## src/rtl/aes_pkg.sv

```systemverilog
`default_nettype none
// +----------------------------------------------------------------------+
// | aes_pkg                                                              |
// | Shared AES round counts, word/state types and round-key indexing.    |
// | Revision: 1.0                                                        |
// +----------------------------------------------------------------------+
package aes_pkg;

  localparam int AES_NR_128 = 10;
  localparam int AES_NR_192 = 12;
  localparam int AES_NR_256 = 14;

  typedef logic [31:0]  aes_word_t;
  typedef logic [127:0] aes_state_t;

  // Word index of column col of roundkey[rnd], i.e. 4*rnd + col.
  function automatic logic [5:0] aes_rk_word_idx(input logic [3:0] rnd, input logic [1:0] col);
    return {rnd, col};
  endfunction

endpackage
`default_nettype wire

```

## src/rtl/aes_key_store.sv

```systemverilog
`default_nettype none
// +----------------------------------------------------------------------+
// | aes_key_store                                                        |
// | Expanded key schedule flop array: one word write port, one 4-word    |
// | round-key read port.                                                 |
// | Revision: 1.0                                                        |
// +----------------------------------------------------------------------+
module aes_key_store
  import aes_pkg::*;
#(
  parameter int NR = AES_NR_128,
  parameter int AW = 6
) (
  input  logic          clk,
  input  logic          rst_n,
  input  logic          wr_en_i,
  input  logic [AW-1:0] wr_addr_i,
  input  aes_word_t     wr_data_i,
  input  logic [3:0]    rnd_i,
  output aes_state_t    rk_o
);

  localparam int DEPTH = 4 * (NR + 1);

  aes_word_t mem_q [DEPTH];

  // Caller guarantees wr_addr_i < DEPTH whenever wr_en_i is high.
  always_ff @(posedge clk or negedge rst_n) begin
    if (!rst_n) begin
      for (int i = 0; i < DEPTH; i++) begin
        mem_q[i] <= '0;
      end
    end else if (wr_en_i) begin
      mem_q[wr_addr_i] <= wr_data_i;
    end
  end

  for (genvar c = 0; c < 4; c++) begin : g_col
    assign rk_o[127-32*c -: 32] = mem_q[AW'(aes_rk_word_idx(rnd_i, 2'(c)))];
  end

endmodule
`default_nettype wire

```

## src/rtl/aes_inv_add_round_key.sv

```systemverilog
`default_nettype none
// +----------------------------------------------------------------------+
// | aes_inv_add_round_key                                                |
// | AddRoundKey stage of the iterative AES decrypt datapath with round   |
// | counter, key schedule store and registered valid/ready output.       |
// | Revision: 1.0                                                        |
// +----------------------------------------------------------------------+
module aes_inv_add_round_key
  import aes_pkg::*;
#(
  parameter int NR = AES_NR_128,
  parameter int AW = 6
) (
  input  logic          clk,
  input  logic          rst_n,
  input  logic          flush,
  input  logic          key_wr_en,
  input  logic [AW-1:0] key_wr_addr,
  input  logic [31:0]   key_wr_data,
  output logic          key_err,
  input  logic          in_valid,
  output logic          in_ready,
  input  logic [127:0]  in_data,
  output logic          out_valid,
  input  logic          out_ready,
  output logic [127:0]  out_data,
  output logic [3:0]    out_round,
  output logic          out_mix,
  output logic          out_last
);

  localparam int          DEPTH   = 4 * (NR + 1);
  localparam logic [3:0]  NR_RND  = 4'(NR);
  localparam logic [AW:0] DEPTH_A = (AW+1)'(DEPTH);

  logic [3:0] rnd_q, rnd_d;
  logic       out_valid_q, out_valid_d;
  aes_state_t out_data_q, out_data_d;
  logic [3:0] out_round_q, out_round_d;
  logic       out_mix_q, out_mix_d;
  logic       out_last_q, out_last_d;
  logic       key_err_q, key_err_d;

  logic       w_idle;
  logic       w_key_ok;
  logic       w_accept;
  aes_state_t w_rk;

  // Keys may only change between blocks so a block never sees a mixed schedule.
  assign w_idle   = (rnd_q == NR_RND) && !out_valid_q;
  assign w_key_ok = key_wr_en && w_idle && ({1'b0, key_wr_addr} < DEPTH_A);
  assign in_ready = !flush && (!out_valid_q || out_ready);
  assign w_accept = in_valid && in_ready;

  aes_key_store #(
    .NR (NR),
    .AW (AW)
  ) u_key_store (
    .clk       (clk),
    .rst_n     (rst_n),
    .wr_en_i   (w_key_ok),
    .wr_addr_i (key_wr_addr),
    .wr_data_i (key_wr_data),
    .rnd_i     (rnd_q),
    .rk_o      (w_rk)
  );

  always_comb begin
    rnd_d       = rnd_q;
    out_valid_d = out_valid_q;
    out_data_d  = out_data_q;
    out_round_d = out_round_q;
    out_mix_d   = out_mix_q;
    out_last_d  = out_last_q;
    key_err_d   = key_wr_en && !w_key_ok;

    if (flush) begin
      out_valid_d = 1'b0;
      rnd_d       = NR_RND;
    end else if (w_accept) begin
      out_valid_d = 1'b1;
      out_data_d  = in_data ^ w_rk;
      out_round_d = rnd_q;
      out_mix_d   = (rnd_q != 4'd0) && (rnd_q != NR_RND);
      out_last_d  = (rnd_q == 4'd0);
      rnd_d       = (rnd_q == 4'd0) ? NR_RND : rnd_q - 4'd1;
    end else if (out_valid_q && out_ready) begin
      out_valid_d = 1'b0;
    end
  end

  always_ff @(posedge clk or negedge rst_n) begin
    if (!rst_n) begin
      rnd_q       <= NR_RND;
      out_valid_q <= 1'b0;
      out_data_q  <= '0;
      out_round_q <= '0;
      out_mix_q   <= 1'b0;
      out_last_q  <= 1'b0;
      key_err_q   <= 1'b0;
    end else begin
      rnd_q       <= rnd_d;
      out_valid_q <= out_valid_d;
      out_data_q  <= out_data_d;
      out_round_q <= out_round_d;
      out_mix_q   <= out_mix_d;
      out_last_q  <= out_last_d;
      key_err_q   <= key_err_d;
    end
  end

  assign out_valid = out_valid_q;
  assign out_data  = out_data_q;
  assign out_round = out_round_q;
  assign out_mix   = out_mix_q;
  assign out_last  = out_last_q;
  assign key_err   = key_err_q;

endmodule
`default_nettype wire

```

## config.mk

```make
export PLATFORM = sky130hd
export DESIGN_NAME = aes_inv_add_round_key
export DESIGN_NICKNAME = d
export VERILOG_FILES = /design/src/rtl/aes_pkg.sv /design/src/rtl/aes_key_store.sv /design/src/rtl/aes_inv_add_round_key.sv
export SDC_FILE = /design/constraint.sdc
export NUM_CORES = 2
export LEC_CHECK = 0
export ABC_AREA = 1
export CAP_MARGIN = 40
export CORE_MARGIN = 2
export CORE_UTILIZATION = 38
export DETAILED_ROUTE_END_ITERATION = 10
export PLACE_DENSITY = 0.65
export SYNTH_ARGS = -nofsm -noshare
export SYNTH_HDL_FRONTEND = slang
export SYNTH_SLANG_ARGS = --single-unit
```

## constraint.sdc

```tcl
create_clock -name clk -period 4.9 [get_ports clk]
set_clock_uncertainty 0.15 [all_clocks]
set_input_delay 1.47 -clock clk [delete_from_list [all_inputs] [get_ports clk]]
set_output_delay 1.47 -clock clk [all_outputs]
set_load 0.05 [all_outputs]
```

==> flow_summary_export.csv <==
group,metric,value,unit
clock_tree,cts_resized,0,
layout,finish.utilization,43.66,%
global_route,grt_pass1_wl,458700,um
routing,met2WireLength,136200,um
sta,hold_violations,0,
min_path,min_from,"u_key_store.mem_q[1379]$_DFFE_PN0P_",
outcome,status,"completed",
global_route,grt-ovfl-total,0,
layout,fill_cells,21660,
routing,wirelength,303200,um
clock_tree,clock-sinks,1548,
job,cap_violations,0,
clock_tree,cts_buffers,166,
sta,tns,0,ns
worst_setup_path,cp_data_required_time,3.28,ns
die,core,0.2115,mm2
routing,drt-initial-drc-count,8546,
placed_design,io_buffers,308,
clock_tree,clkLatencyLatePin,0.85,ns
sta,whs,0.3163,ns
clock_tree,clockRootBuffer,"clkbuf_16",
die,start_util,38.10,%
min_path,hp-class,"reg2reg",
routing,wl_met3,25140,um
routing,drc,0,
synth,syn_nets,11880,
sta,fin_crit_sh,95.17,%
die,die_area,0.2157,mm2
sta,worst_slack,0.2367,ns
synth,syn_inst,11700,
routing,met1_length,121700,um
layout,area_delta_synth_final,14.60,%
global_route,grt_antenna_before_repair,35,
sta,final-max-slew-violation-count,0,
synth,synthDistinctLibCells,24,
placed_design,gp_congestion,0.8798,
worst_setup_path,criticalPathCategory,"in2out",
die,floorplan.io_pins,309,
worst_setup_path,crit_arrival,3.04,ns
routing,firstDrtPassIters,9,
clock_tree,clk_pin_slew,0.06,ns
sta,maxSlewHeadroom,23.54,%
worst_setup_path,cp-end-kind,"output pin",
layout,multi_input_area,0.03302,mm2
die,core.rowCount,169,
routing,highest_layer,"met5",
sta,worst_pin_slew,1.147,ns
worst_setup_path,rr_startpoint,"rnd_q[0]$_DFFE_PN0P_",
global_route,track_usage,27.78,%
clock_tree,cts_setup_buffers,0,
layout,fin_nets,11780,
sta,fin_crit,4.663,ns
die,die_x,464.4,um
clock_tree,postCtsHoldBufs,0,
placed_design,dpl.hpwl,191200,um
routing,vias,75540,
placed_design,pre_cts_slack,0.3037,ns
clock_tree,cts_buffer_depth,3,
clock_tree,cts_tree,"yes",
pwr,power_density,357.8,mW/mm2
global_route,grt_pass1_vias,70330,
routing,wl_per_cell,20.80,um
synth,ys_warn_count,0,
layout,layout.cells.most_common,"nand2_1",
worst_setup_path,crit_start,"out_ready",
synth,synth_seq_cells,1548,
worst_setup_path,cp-start-kind,"input pin",
clock_tree,htree_num_levels,4,
worst_setup_path,crit_fanout,2,
sta,fmax,214.4,MHz
sta,rsz0062_at_grt,"false",
synth,synth_area,0.08056,mm2
routing,viasPerCell,5.182,
layout,drive_above_1_share,5.542,%
sta,final-setup-viol-count,0,
layout,seq_area,0.03875,mm2
die,die_y,464.4,um
pwr,power_leakage,50.38,nW
layout,mostFrequentLayoutCells,"nand2_1, nand3_1, dfrtp_1",
pwr,peakVddDrop,0.3972,mV
global_route,grt_max_degree,171,
synth,synth-seq-area-share,48.09,%
routing,ant_nets,0,
synth,synth.avg_cell_area,6.884,um2
## worst paths after layout
check / cells after the start / endpoint / slack [ns]
worst max-delay path: 4 / in_ready / 0.24
min in group asynchronous: 1 / u_key_store.mem_q[167]$_DFFE_PN0P_ / 0.41
worst min register to register: 2 / u_key_store.mem_q[1379]$_DFFE_PN0P_ / 0.32
worst min-delay path: 2 / u_key_store.mem_q[1379]$_DFFE_PN0P_ / 0.32
worst max register to register: 11 / u_key_store.mem_q[837]$_DFFE_PN0P_ / 1.23
max in group asynchronous: 3 / u_key_store.mem_q[784]$_DFFE_PN0P_ / 2.91
## registers in the layout, summed over array words and instances, names as in the netlist
| name | flops |
|---|---|
| u_key_store.mem_q | 1408 |
| out_data | 128 |
| out_mix | 1 |
| out_valid | 1 |
| out_round | 4 |
| out_last | 1 |
| key_err | 1 |
| rnd_q | 4 |
## critical path, stage by stage
cell	delay (ns)
clkdlybuf4s50_1	0.75
nor2_1	0.24
nor2_1	0.38
buf_12	0.19
## cell families (layout without fill, tap and decap cells)
| kind of cell | Yosys count | in the layout | share of synthesized area (%) |
|---|---|---|---|
| AND/OR/NAND/NOR | 7744 | 7744 | 39.96 |
| adder cells (fa/ha/maj) | 2 | 2 | 0.03106 |
| AO/OA/AOI/OAI | 111 | 111 | 0.7020 |
| buffers and inverters | 2297 | 2324 | 11.22 |
| other | 0 | 26 | 0 |
| flip-flops | 1548 | 1548 | 48.09 |
## where the power goes
part / internal [W] / total [W] / switching (W)
clock network: 0.00737 / 0.0130 / 0.00565
registers: 0.0138 / 0.0144 / 0.000606
logic: 0.00163 / 0.00561 / 0.00397
## cell usage after synthesis
master / n / share of area, %
buf_1: 84 / 0.39
inv_2: 5 / 0.023
clkbuf_1: 476 / 2.2
nand4_1: 128 / 0.99
o21ai_0: 9 / 0.056
dfrtp_1: 1546 / 48
dfstp_2: 2 / 0.065
o21ai_2: 1 / 0.011
a31oi_1: 1 / 0.0078
nor2_2: 2 / 0.016
nor2_1: 152 / 0.71
nand3_1: 2219 / 14
a21oi_1: 98 / 0.61
nand2_2: 6 / 0.047
nor2_4: 1 / 0.014
o21a_1: 1 / 0.0093
clkinv_1: 2 / 0.0093
nand2_1: 5235 / 24
buf_4: 9 / 0.084
nor4_1: 1 / 0.0078
ha_1: 2 / 0.031
buf_2: 304 / 1.9
inv_1: 1417 / 6.6
a211oi_1: 1 / 0.0093
## final cells by class
cell class,instances,area share [%]
clock inverter,53,0.8105
clock buffer,243,5.204
tap,2821,3.823
multi-input combinational,7857,35.76
antenna,26,0.07047
inverter,1424,5.811
timing repair buffer,604,6.549
sequential,1548,41.97
## layer usage
layer | track usage, % | up-vias
met5 | 0 | -
met4 | 16.42 | 8
met3 | 4.844 | 577
met2 | 42.84 | 3241
met1 | 36.61 | 36150
li1 | - | 35570
## stage by stage
step / instance area (um2) / power [W] / std cells
after CTS: 92260 / 0.03310 / 14550
after global placement: 86150 / 0.02003 / 14230
after floorplan: 80560 / 0.01787 / 11700
after detailed placement: 86700 / 0.02015 / 14250
after global routing: 92310 / 0.03433 / 14570
final: 92320 / 0.03303 / 14580
Power figures use the tool's default switching activity.
